**src/rtl/pc_load_sequencer_if.sv**
```systemverilog
// Bus between the program-counter load sequencer and its environment.
// Inputs:  data_in (operand byte), byte_valid, jump_req, cond, inc_req.
// Outputs: inQ (byte to both counter chips), RCKEN_HI_bar/RCKEN_LO_bar
//          (register-load enables), CLOAD_bar (counter load), CCKEN (count
//          enable), busy, done, err.
interface pc_load_sequencer_if #(
  parameter int unsigned WIDTH = 8
);
  logic [WIDTH-1:0] data_in;
  logic             byte_valid;
  logic             jump_req;
  logic             cond;
  logic             inc_req;
  logic [WIDTH-1:0] inQ;
  logic             RCKEN_HI_bar;
  logic             RCKEN_LO_bar;
  logic             CLOAD_bar;
  logic             CCKEN;
  logic             busy;
  logic             done;
  logic             err;

  modport master (
    output data_in, byte_valid, jump_req, cond, inc_req,
    input  inQ, RCKEN_HI_bar, RCKEN_LO_bar, CLOAD_bar, CCKEN, busy, done, err
  );

  modport slave (
    input  data_in, byte_valid, jump_req, cond, inc_req,
    output inQ, RCKEN_HI_bar, RCKEN_LO_bar, CLOAD_bar, CCKEN, busy, done, err
  );
endinterface

```
**src/rtl/pc_load_sequencer.sv**
```systemverilog
// Control stage ahead of the two cascaded counter chips forming the 16-bit
// program counter. Collects two operand bytes on a jump, steers them into the
// high/low chip registers, then pulses the counter load (or skips it when the
// jump condition was false). Outside jumps, inc_req drives the count enable.
// Ports: CCK (clock), CCLR_bar (async active-low reset), bus (slave modport,
// see pc_load_sequencer_if). All outputs are registered.
module pc_load_sequencer #(
  parameter int unsigned WIDTH    = 8,
  parameter int unsigned HI_FIRST = 1,
  parameter int unsigned TIMEOUT  = 15
) (
  input  logic                CCK,
  input  logic                CCLR_bar,
  pc_load_sequencer_if.slave  bus
);

  localparam int unsigned TW = 8;

  typedef enum logic [1:0] {IDLE, BYTE1, BYTE2, LOAD} state_t;

  state_t           state, state_n;
  logic [TW-1:0]    timer, timer_n, timer_inc;
  logic             taken, taken_n;
  logic [WIDTH-1:0] inq_q, inq_n;
  logic             rhi_q, rhi_n;
  logic             rlo_q, rlo_n;
  logic             cload_q, cload_n;
  logic             ccken_q, ccken_n;
  logic             busy_q, busy_n;
  logic             done_q, done_n;
  logic             err_q, err_n;

  // State and output registers.
  always_ff @(posedge CCK or negedge CCLR_bar) begin
    if (!CCLR_bar) begin
      state   <= IDLE;
      timer   <= '0;
      taken   <= 1'b0;
      inq_q   <= '0;
      rhi_q   <= 1'b1;
      rlo_q   <= 1'b1;
      cload_q <= 1'b1;
      ccken_q <= 1'b0;
      busy_q  <= 1'b0;
      done_q  <= 1'b0;
      err_q   <= 1'b0;
    end else begin
      state   <= state_n;
      timer   <= timer_n;
      taken   <= taken_n;
      inq_q   <= inq_n;
      rhi_q   <= rhi_n;
      rlo_q   <= rlo_n;
      cload_q <= cload_n;
      ccken_q <= ccken_n;
      busy_q  <= busy_n;
      done_q  <= done_n;
      err_q   <= err_n;
    end
  end

  // Next state and next registered outputs; strobes default to inactive.
  always_comb begin
    state_n   = state;
    timer_n   = timer;
    taken_n   = taken;
    inq_n     = inq_q;
    rhi_n     = 1'b1;
    rlo_n     = 1'b1;
    cload_n   = 1'b1;
    ccken_n   = 1'b0;
    done_n    = 1'b0;
    err_n     = 1'b0;
    timer_inc = (timer == '1) ? timer : timer + TW'(1);

    unique case (state)
      IDLE: begin
        if (bus.jump_req) begin
          taken_n = bus.cond;
          timer_n = '0;
          state_n = BYTE1;
        end else begin
          ccken_n = bus.inc_req;
        end
      end
      BYTE1, BYTE2: begin
        if (bus.byte_valid) begin
          inq_n   = bus.data_in;
          ccken_n = 1'b1;
          timer_n = '0;
          // Skipped jumps still consume operand bytes but never write them.
          if (taken) begin
            if ((state == BYTE1) == (HI_FIRST != 0)) rhi_n = 1'b0;
            else                                     rlo_n = 1'b0;
          end
          if (state == BYTE1) begin
            state_n = BYTE2;
          end else if (taken) begin
            state_n = LOAD;
          end else begin
            state_n = IDLE;
            done_n  = 1'b1;
          end
        end else begin
          timer_n = timer_inc;
          if (32'(timer_inc) >= TIMEOUT) begin
            state_n = IDLE;
            timer_n = '0;
            err_n   = 1'b1;
          end
        end
      end
      LOAD: begin
        cload_n = 1'b0;
        done_n  = 1'b1;
        state_n = IDLE;
      end
      default: state_n = IDLE;
    endcase

    busy_n = (state_n != IDLE);
  end

  assign bus.inQ          = inq_q;
  assign bus.RCKEN_HI_bar = rhi_q;
  assign bus.RCKEN_LO_bar = rlo_q;
  assign bus.CLOAD_bar    = cload_q;
  assign bus.CCKEN        = ccken_q;
  assign bus.busy         = busy_q;
  assign bus.done         = done_q;
  assign bus.err          = err_q;

endmodule

```
**src/flat_wrapper.sv**
```systemverilog
// flat-port wrapper written by rule: the top's interface ports become plain ports
module pc_load_sequencer_flat 
#(
  parameter int unsigned WIDTH    = 8,
  parameter int unsigned HI_FIRST = 1,
  parameter int unsigned TIMEOUT  = 15
)
  (CCK, CCLR_bar, bus_data_in, bus_byte_valid, bus_jump_req, bus_cond, bus_inc_req, bus_inQ, bus_RCKEN_HI_bar, bus_RCKEN_LO_bar, bus_CLOAD_bar, bus_CCKEN, bus_busy, bus_done, bus_err);
  pc_load_sequencer_if #(.WIDTH(WIDTH)) bus_i ();
  input  logic CCK;
  input  logic CCLR_bar;
  input wire logic [$bits(bus_i.data_in)-1:0] bus_data_in;
  input wire logic [$bits(bus_i.byte_valid)-1:0] bus_byte_valid;
  input wire logic [$bits(bus_i.jump_req)-1:0] bus_jump_req;
  input wire logic [$bits(bus_i.cond)-1:0] bus_cond;
  input wire logic [$bits(bus_i.inc_req)-1:0] bus_inc_req;
  output wire logic [$bits(bus_i.inQ)-1:0] bus_inQ;
  output wire logic [$bits(bus_i.RCKEN_HI_bar)-1:0] bus_RCKEN_HI_bar;
  output wire logic [$bits(bus_i.RCKEN_LO_bar)-1:0] bus_RCKEN_LO_bar;
  output wire logic [$bits(bus_i.CLOAD_bar)-1:0] bus_CLOAD_bar;
  output wire logic [$bits(bus_i.CCKEN)-1:0] bus_CCKEN;
  output wire logic [$bits(bus_i.busy)-1:0] bus_busy;
  output wire logic [$bits(bus_i.done)-1:0] bus_done;
  output wire logic [$bits(bus_i.err)-1:0] bus_err;
  assign bus_i.data_in = bus_data_in;
  assign bus_i.byte_valid = bus_byte_valid;
  assign bus_i.jump_req = bus_jump_req;
  assign bus_i.cond = bus_cond;
  assign bus_i.inc_req = bus_inc_req;
  assign bus_inQ = bus_i.inQ;
  assign bus_RCKEN_HI_bar = bus_i.RCKEN_HI_bar;
  assign bus_RCKEN_LO_bar = bus_i.RCKEN_LO_bar;
  assign bus_CLOAD_bar = bus_i.CLOAD_bar;
  assign bus_CCKEN = bus_i.CCKEN;
  assign bus_busy = bus_i.busy;
  assign bus_done = bus_i.done;
  assign bus_err = bus_i.err;
  pc_load_sequencer #(.WIDTH(WIDTH), .HI_FIRST(HI_FIRST), .TIMEOUT(TIMEOUT)) u_core (.CCK(CCK), .CCLR_bar(CCLR_bar), .bus(bus_i));
endmodule
```
**config.mk**
```make
export PLATFORM = sky130hd
export DESIGN_NAME = pc_load_sequencer_flat
export DESIGN_NICKNAME = d
export VERILOG_FILES = /design/src/rtl/pc_load_sequencer_if.sv /design/src/rtl/pc_load_sequencer.sv /design/src/flat_wrapper.sv
export SDC_FILE = /design/constraint.sdc
export NUM_CORES = 1
export LEC_CHECK = 0
export CORE_MARGIN = 2
export CORE_UTILIZATION = 50
export CTS_BUF_LIST = sky130_fd_sc_hd__clkbuf_8
export CTS_CLUSTER_SIZE = 10
export DETAILED_ROUTE_END_ITERATION = 12
export GPL_TIMING_DRIVEN = 0
export MAX_ROUTING_LAYER = met4
export PLACE_DENSITY = 0.81
export SLEW_MARGIN = 30
export SYNTH_ARGS = -nofsm -noshare
export SYNTH_HDL_FRONTEND = slang
export SYNTH_SLANG_ARGS = --single-unit
```
**constraint.sdc**
```tcl
create_clock -name CCK -period 2 [get_ports CCK]
set_input_delay 0.4 -clock CCK [delete_from_list [all_inputs] [get_ports CCK]]
set_output_delay 0.4 -clock CCK [all_outputs]
set_load 0.03 [all_outputs]
```
==> After elaboration in Yosys (flattened, before gate mapping) <==
Index checks and enable logic that the tools add are counted.
{ "op_classes": {"eq_ne": 5, "magnitude_cmp": 1, "add_sub_neg": 1, "mux": 30, "n_reduce_logical": 7} }
{ "op_table": {"columns": ["op", "count"], "rows": [
  ["8-bit 2-to-1 mux", 4],
  ["1-bit 2-to-1 mux", 17],
  ["8-bit one-hot mux with 2 select lines", 1],
  ["2-bit 2-to-1 mux", 5],
  ["8-bit by 1-bit adder with 8-bit output (second input constant)", 1],
  ["8-bit == test (second input constant)", 1],
  ["8-bit by 4-bit greater-or-equal comparator with 1-bit output (second input constant)", 1],
  ["2-bit one-hot mux with 3 select lines", 1],
  ["2-bit AND reduction", 3],
  ["2-bit == test (second input constant)", 2],
  ["1-bit one-hot mux with 2 select lines", 2],
  ["2-bit nonzero test", 2],
  ["2-bit by 1-bit == test with 1-bit output (second input constant)", 1],
  ["2-bit logical NOT", 1],
  ["2-bit != test (second input constant)", 1],
  ["2-bit OR reduction", 1]
]} }
{ "word_totals": {"word_cells": 55, "out_inout_bits": 15, "inputBits": 14, "reg_bits": 26} }

==> Longest topological paths before layout <==
Gate-level depths: netlist (run 1).
{ "logic_depth": {"ltp_word": 7, "depth_mapped": 8, "ltp_nobuf": 7} }

==> Least setup slack after synthesis (run 1) <==
No wires, ideal clock.
{ "synth_timing": {"path_type": "reg2reg", "startpoint": "reg u_core.state[1]", "endpoint": "reg u_core.timer[2]", "setup_time_ns": 0.064, "slack_ns": 0.313, "n_path_buf": 1, "arrival_time_ns": 1.624, "period_less_slack_ns": 1.687, "required_time_ns": 1.936, "stages_incl_launch_ff": 9, "cell_sequence": "dfrtp_1 -> inv_1 -> ha_1 -> buf_6 -> nor2b_1 -> nor3b_1 -> nand4_2 -> nor3b_1 -> a21o_1"} }
{ "synth_via": {"elab_chain_len": 4, "elab_cells_between_ends": 8, "classes_between": "3 x eq/ne; 1 x mux; 4 x reduce/logical"} }
{ "synth_rtl": {"columns": ["element", "line_no", "source"], "rows": [
  ["from (decl)", "pc_load_sequencer.sv:21", "state_t state, state_n;"],
  ["from (signal assigned)", "pc_load_sequencer.sv:48", "state <= state_n;"],
  ["2-bit == test / 2-bit by 1-bit == test with 1-bit output (equally long branches)", "pc_load_sequencer.sv:76", "unique case (state)"],
  ["2-bit OR reduction", "pc_load_sequencer.sv:76", null],
  ["2-bit nonzero test (no source line)", null, null],
  ["2-bit AND reduction (no source line)", null, null],
  ["to (signal assigned)", "pc_load_sequencer.sv:49", "timer <= timer_n;"],
  ["to (decl)", "pc_load_sequencer.sv:22", "logic [TW-1:0] timer, timer_n, timer_inc;"]
]} }
Several ways; a longest one is shown, not always the timed one.
A chain may end at the register's enable or synchronous reset.

==> Worst setup path after layout (run 1) <==
{ "layout_timing": {"startpoint": "reg u_core.state[0]", "endpoint": "reg u_core.timer[2]"} }
Same word-level chain as after synthesis.

==> impl_metrics.env, run 1 <==
export IMPL_layout_min_cycle_time_ns=1.87
export IMPL_grt_first_pass_wirelength_mm=3.54
export IMPL_maxSlewHeadroom_pct=62.9
export IMPL_syn_cell_area_um2=1200
export IMPL_cts_max_level=1
export IMPL_yosysTopAreaCell="dfrtp_1"
export IMPL_postCtsSetupBuffers=0
export IMPL_reg2reg_slack_ns=0.13
export IMPL_drc_errors=0
export IMPL_avgSynthCellArea_um2=11.5
export IMPL_muxShareOfSynthArea_pct=10.2
export IMPL_grt_pass1_vias=796
export IMPL_ant_nets=0
export IMPL_first_iter_violations=9
export IMPL_r2r_end="u_core.timer[2]$_DFFE_PN0P_"
export IMPL_r2r_start="u_core.state[0]$_DFF_PN0_"
export IMPL_ys_ff_latch=26
export IMPL_peakVddDrop_uv=1050
export IMPL_r2r_cells=8
export IMPL_grt_max_degree=27
export IMPL_hold_viol=0
export IMPL_die_w_um=52.9
export IMPL_track_usage_pct=18.0
export IMPL_ys_flop_type="dfrtp_1"
export IMPL_finalWeightedCongestion=0.850
export IMPL_fin_nets=155
export IMPL_end_kind="register"
export IMPL_syn_to_final_growth_pct=30.5
export IMPL_drt_first_pass_iters=3
export IMPL_cts_sinks=26
export IMPL_mostFrequentLayoutCells="26 x clkdlybuf4s50_1, 22 x dfrtp_1, 10 x mux2_2"
export IMPL_critPathLaunch="u_core.state[0]$_DFF_PN0_"
export IMPL_clk_path_buf_depth=2
export IMPL_synth_top_family_by_area="simple AND/OR/NAND/NOR gates"
export IMPL_final_common_cell="clkdlybuf4s50_1"
export IMPL_max_clock_freq_mhz=534
export IMPL_worstSetupStartpointType="register"
export IMPL_finalSetupTns_ns=0
export IMPL_synth_compound_area_share_pct=9.51
export IMPL_ys_top_cells_by_area="dfrtp_1 48%, mux2_2 9.4%, dfstp_2 6.6%"
export IMPL_synth_xor_area_share_pct=0.731
export IMPL_rsz0062_at_grt="no"
export IMPL_wire_per_inst_um=14.2
export IMPL_power_density_nw_per_um2=1470
export IMPL_max_cap_violations=0
export IMPL_die_h_um=52.9
export IMPL_hp_class="input port to async pin"
export IMPL_n_antenna_cell=0
export IMPL_drive_above_1_share_pct=20.0
export IMPL_wirelength_mm=2.32
export IMPL_synth_cells=104
export IMPL_grt_overflow=0
export IMPL_boundaryPins=29
export IMPL_drt_vias_per_instance=5.36
export IMPL_port_buffers=27
export IMPL_rows=17
export IMPL_critPathArrivalTime_ns=2.08
export IMPL_cts_tree="done"
export IMPL_num_vias=873
export IMPL_endpoint="u_core.timer[2]$_DFFE_PN0P_"
export IMPL_die_area_um2=2800
export IMPL_hold_buffers=0
export IMPL_cts_buffers=3
export IMPL_finalPower_mw=2.29
export IMPL_insertion_delay_ns=0.26
export IMPL_crit_type="register to register"
export IMPL_status="finished, final reports clean"
export IMPL_clk_pin_slew_ns=0.09
export IMPL_synth_fa_ha_area_share_pct=5.22
export IMPL_antenna_found_initial=0
export IMPL_setup_viol=0
export IMPL_tightest_slew_ns=0.556
export IMPL_ys_warn_count=0
export IMPL_synth_edff_count=0
export IMPL_core_area_um2=2230
export IMPL_ctsResizeCount=0
export IMPL_root_buffer="clkbuf_8"
export IMPL_synth_async_reset_ratio_pct=100
export IMPL_cp_max_fo=9
export IMPL_p_leak_nw=0.668
export IMPL_synth_simple_gate_area_share_pct=17.0
export IMPL_dpl_hpwl_mm=1.64
export IMPL_crit_required_ns=2.21
export IMPL_synth_nets=123
export IMPL_yosysUniqueCellTypes=32
export IMPL_drv_slew=0
export IMPL_ys_seq_area_share_pct=54.6
export IMPL_layout_worst_path_cycle_share_pct=93.7
export IMPL_skew_ns=0.00442
export IMPL_start_util_pct=53.6
export IMPL_yosysTopAreaCellShare_pct=48.1
## synthesized netlist by cell type (2+ instances only)
library cell	n
and2_1	4
nand4_1	2
nand3_1	3
inv_1	3
nor3_1	2
mux2_2	10
dfrtp_1	23
nor2_1	6
nand2_1	9
ha_1	5
o21ai_0	6
a21oi_1	5
o22a_1	2
dfstp_2	3
nor3b_1	4
## flip-flops by register name, summed over array words and instances (netlist names)
register                 cells
u_core.taken                 1
u_core.timer                 8
u_core.bus.RCKEN_LO_bar      1
u_core.bus.RCKEN_HI_bar      1
u_core.state                 2
u_core.bus.done              1
u_core.bus.CCKEN             1
u_core.bus.busy              1
u_core.bus.inQ               8
u_core.bus.err               1
u_core.bus.CLOAD_bar         1
## worst min-delay path by stage
| stage | start | to | depth (start not counted) |
|---|---|---|---|
| final | CCLR_bar | u_core.taken$_DFFE_PN0P_ | 1 |
| after global routing | CCLR_bar | u_core.timer[2]$_DFFE_PN0P_ | 1 |
| after CTS | CCLR_bar | u_core.taken$_DFFE_PN0P_ | 1 |
| after detailed placement | CCLR_bar | u_core.timer[3]$_DFFE_PN0P_ | 1 |
| after global placement | u_core.bus.inQ[3]$_DFFE_PN0P_ | u_core.bus.inQ[3]$_DFFE_PN0P_ | 1 |
| after floorplan | CCLR_bar | u_core.bus.CCKEN$_DFF_PN0_ | 0 |
## layer usage
layer  GRT usage [%]  vias up  routed length (µm)
met5               -        -                   0
met4            6.41        0                  16
met3            2.82        2                  68
met2            29.0       11                1150
met1            23.2      437                1080
li1                -      423                   -
## kinds of logic after synthesis
family                   Yosys count
XOR/XNOR                           1
multiplexers                      11
adder cells (fa/ha/maj)            5
AO/OA/AOI/OAI                     18
AND/OR/NAND/NOR                   37
buffers and inverters              6
flip-flops                        26
## final cells by class
| class | count | area (µm²) |
|---|---|---|
| Fill cell | 169 | 671 |
| Sequential cell | 26 | 656 |
| Multi-Input combinational cell | 72 | 520 |
| Timing Repair Buffer | 27 | 265 |
| Clock buffer | 4 | 55.1 |
| Tap cell | 28 | 35.0 |
| Buffer | 3 | 20.0 |
| Inverter | 3 | 11.3 |
## critical path: stages (launching register included)
cell,delay (ns)
dfrtp_1,0.48
inv_1,0.07
ha_1,0.21
buf_6,0.14
nor2b_1,0.17
nor3b_1,0.24
nand4_2,0.21
nor3b_2,0.21
a21o_1,0.09
## per-stage QoR
step | util, % | area, µm² | cells | setup WS [ns] | hold slack (ns)
detailed placement | 67.1 | 1500 | 159 | 0.0935 | 0.425
global route | 70.0 | 1560 | 163 | 0.00186 | 0.163
floorplan | - | 1200 | 104 | 0.313 | 0.104
global placement | 67.3 | 1500 | 159 | 0.140 | 0.486
finish | 70.0 | 1560 | 163 | 0.126 | 0.111
CTS | 69.5 | 1550 | 163 | 0.0575 | 0.135
## power breakdown
| group | leakage (nW) | switching [mW] | internal, mW |
|---|---|---|---|
| sequential | 0.324 | 0.108 | 0.696 |
| clock | 0.0288 | 0.157 | 0.176 |
| combinational | 0.315 | 0.635 | 0.522 |
(Power assumes the default switching activity.)
==> inputs of run 2 (changes only) <==
--- a/config.mk
+++ b/config.mk
@@ -13,6 +13,7 @@
 export GPL_TIMING_DRIVEN = 0
 export MAX_ROUTING_LAYER = met4
 export PLACE_DENSITY = 0.81
+export SKIP_LAST_GASP = 1
 export SLEW_MARGIN = 30
 export SYNTH_ARGS = -nofsm -noshare
 export SYNTH_HDL_FRONTEND = slang
==> results of run 2 <==
Final layout, timing and power as in run 1 (identical DEF).
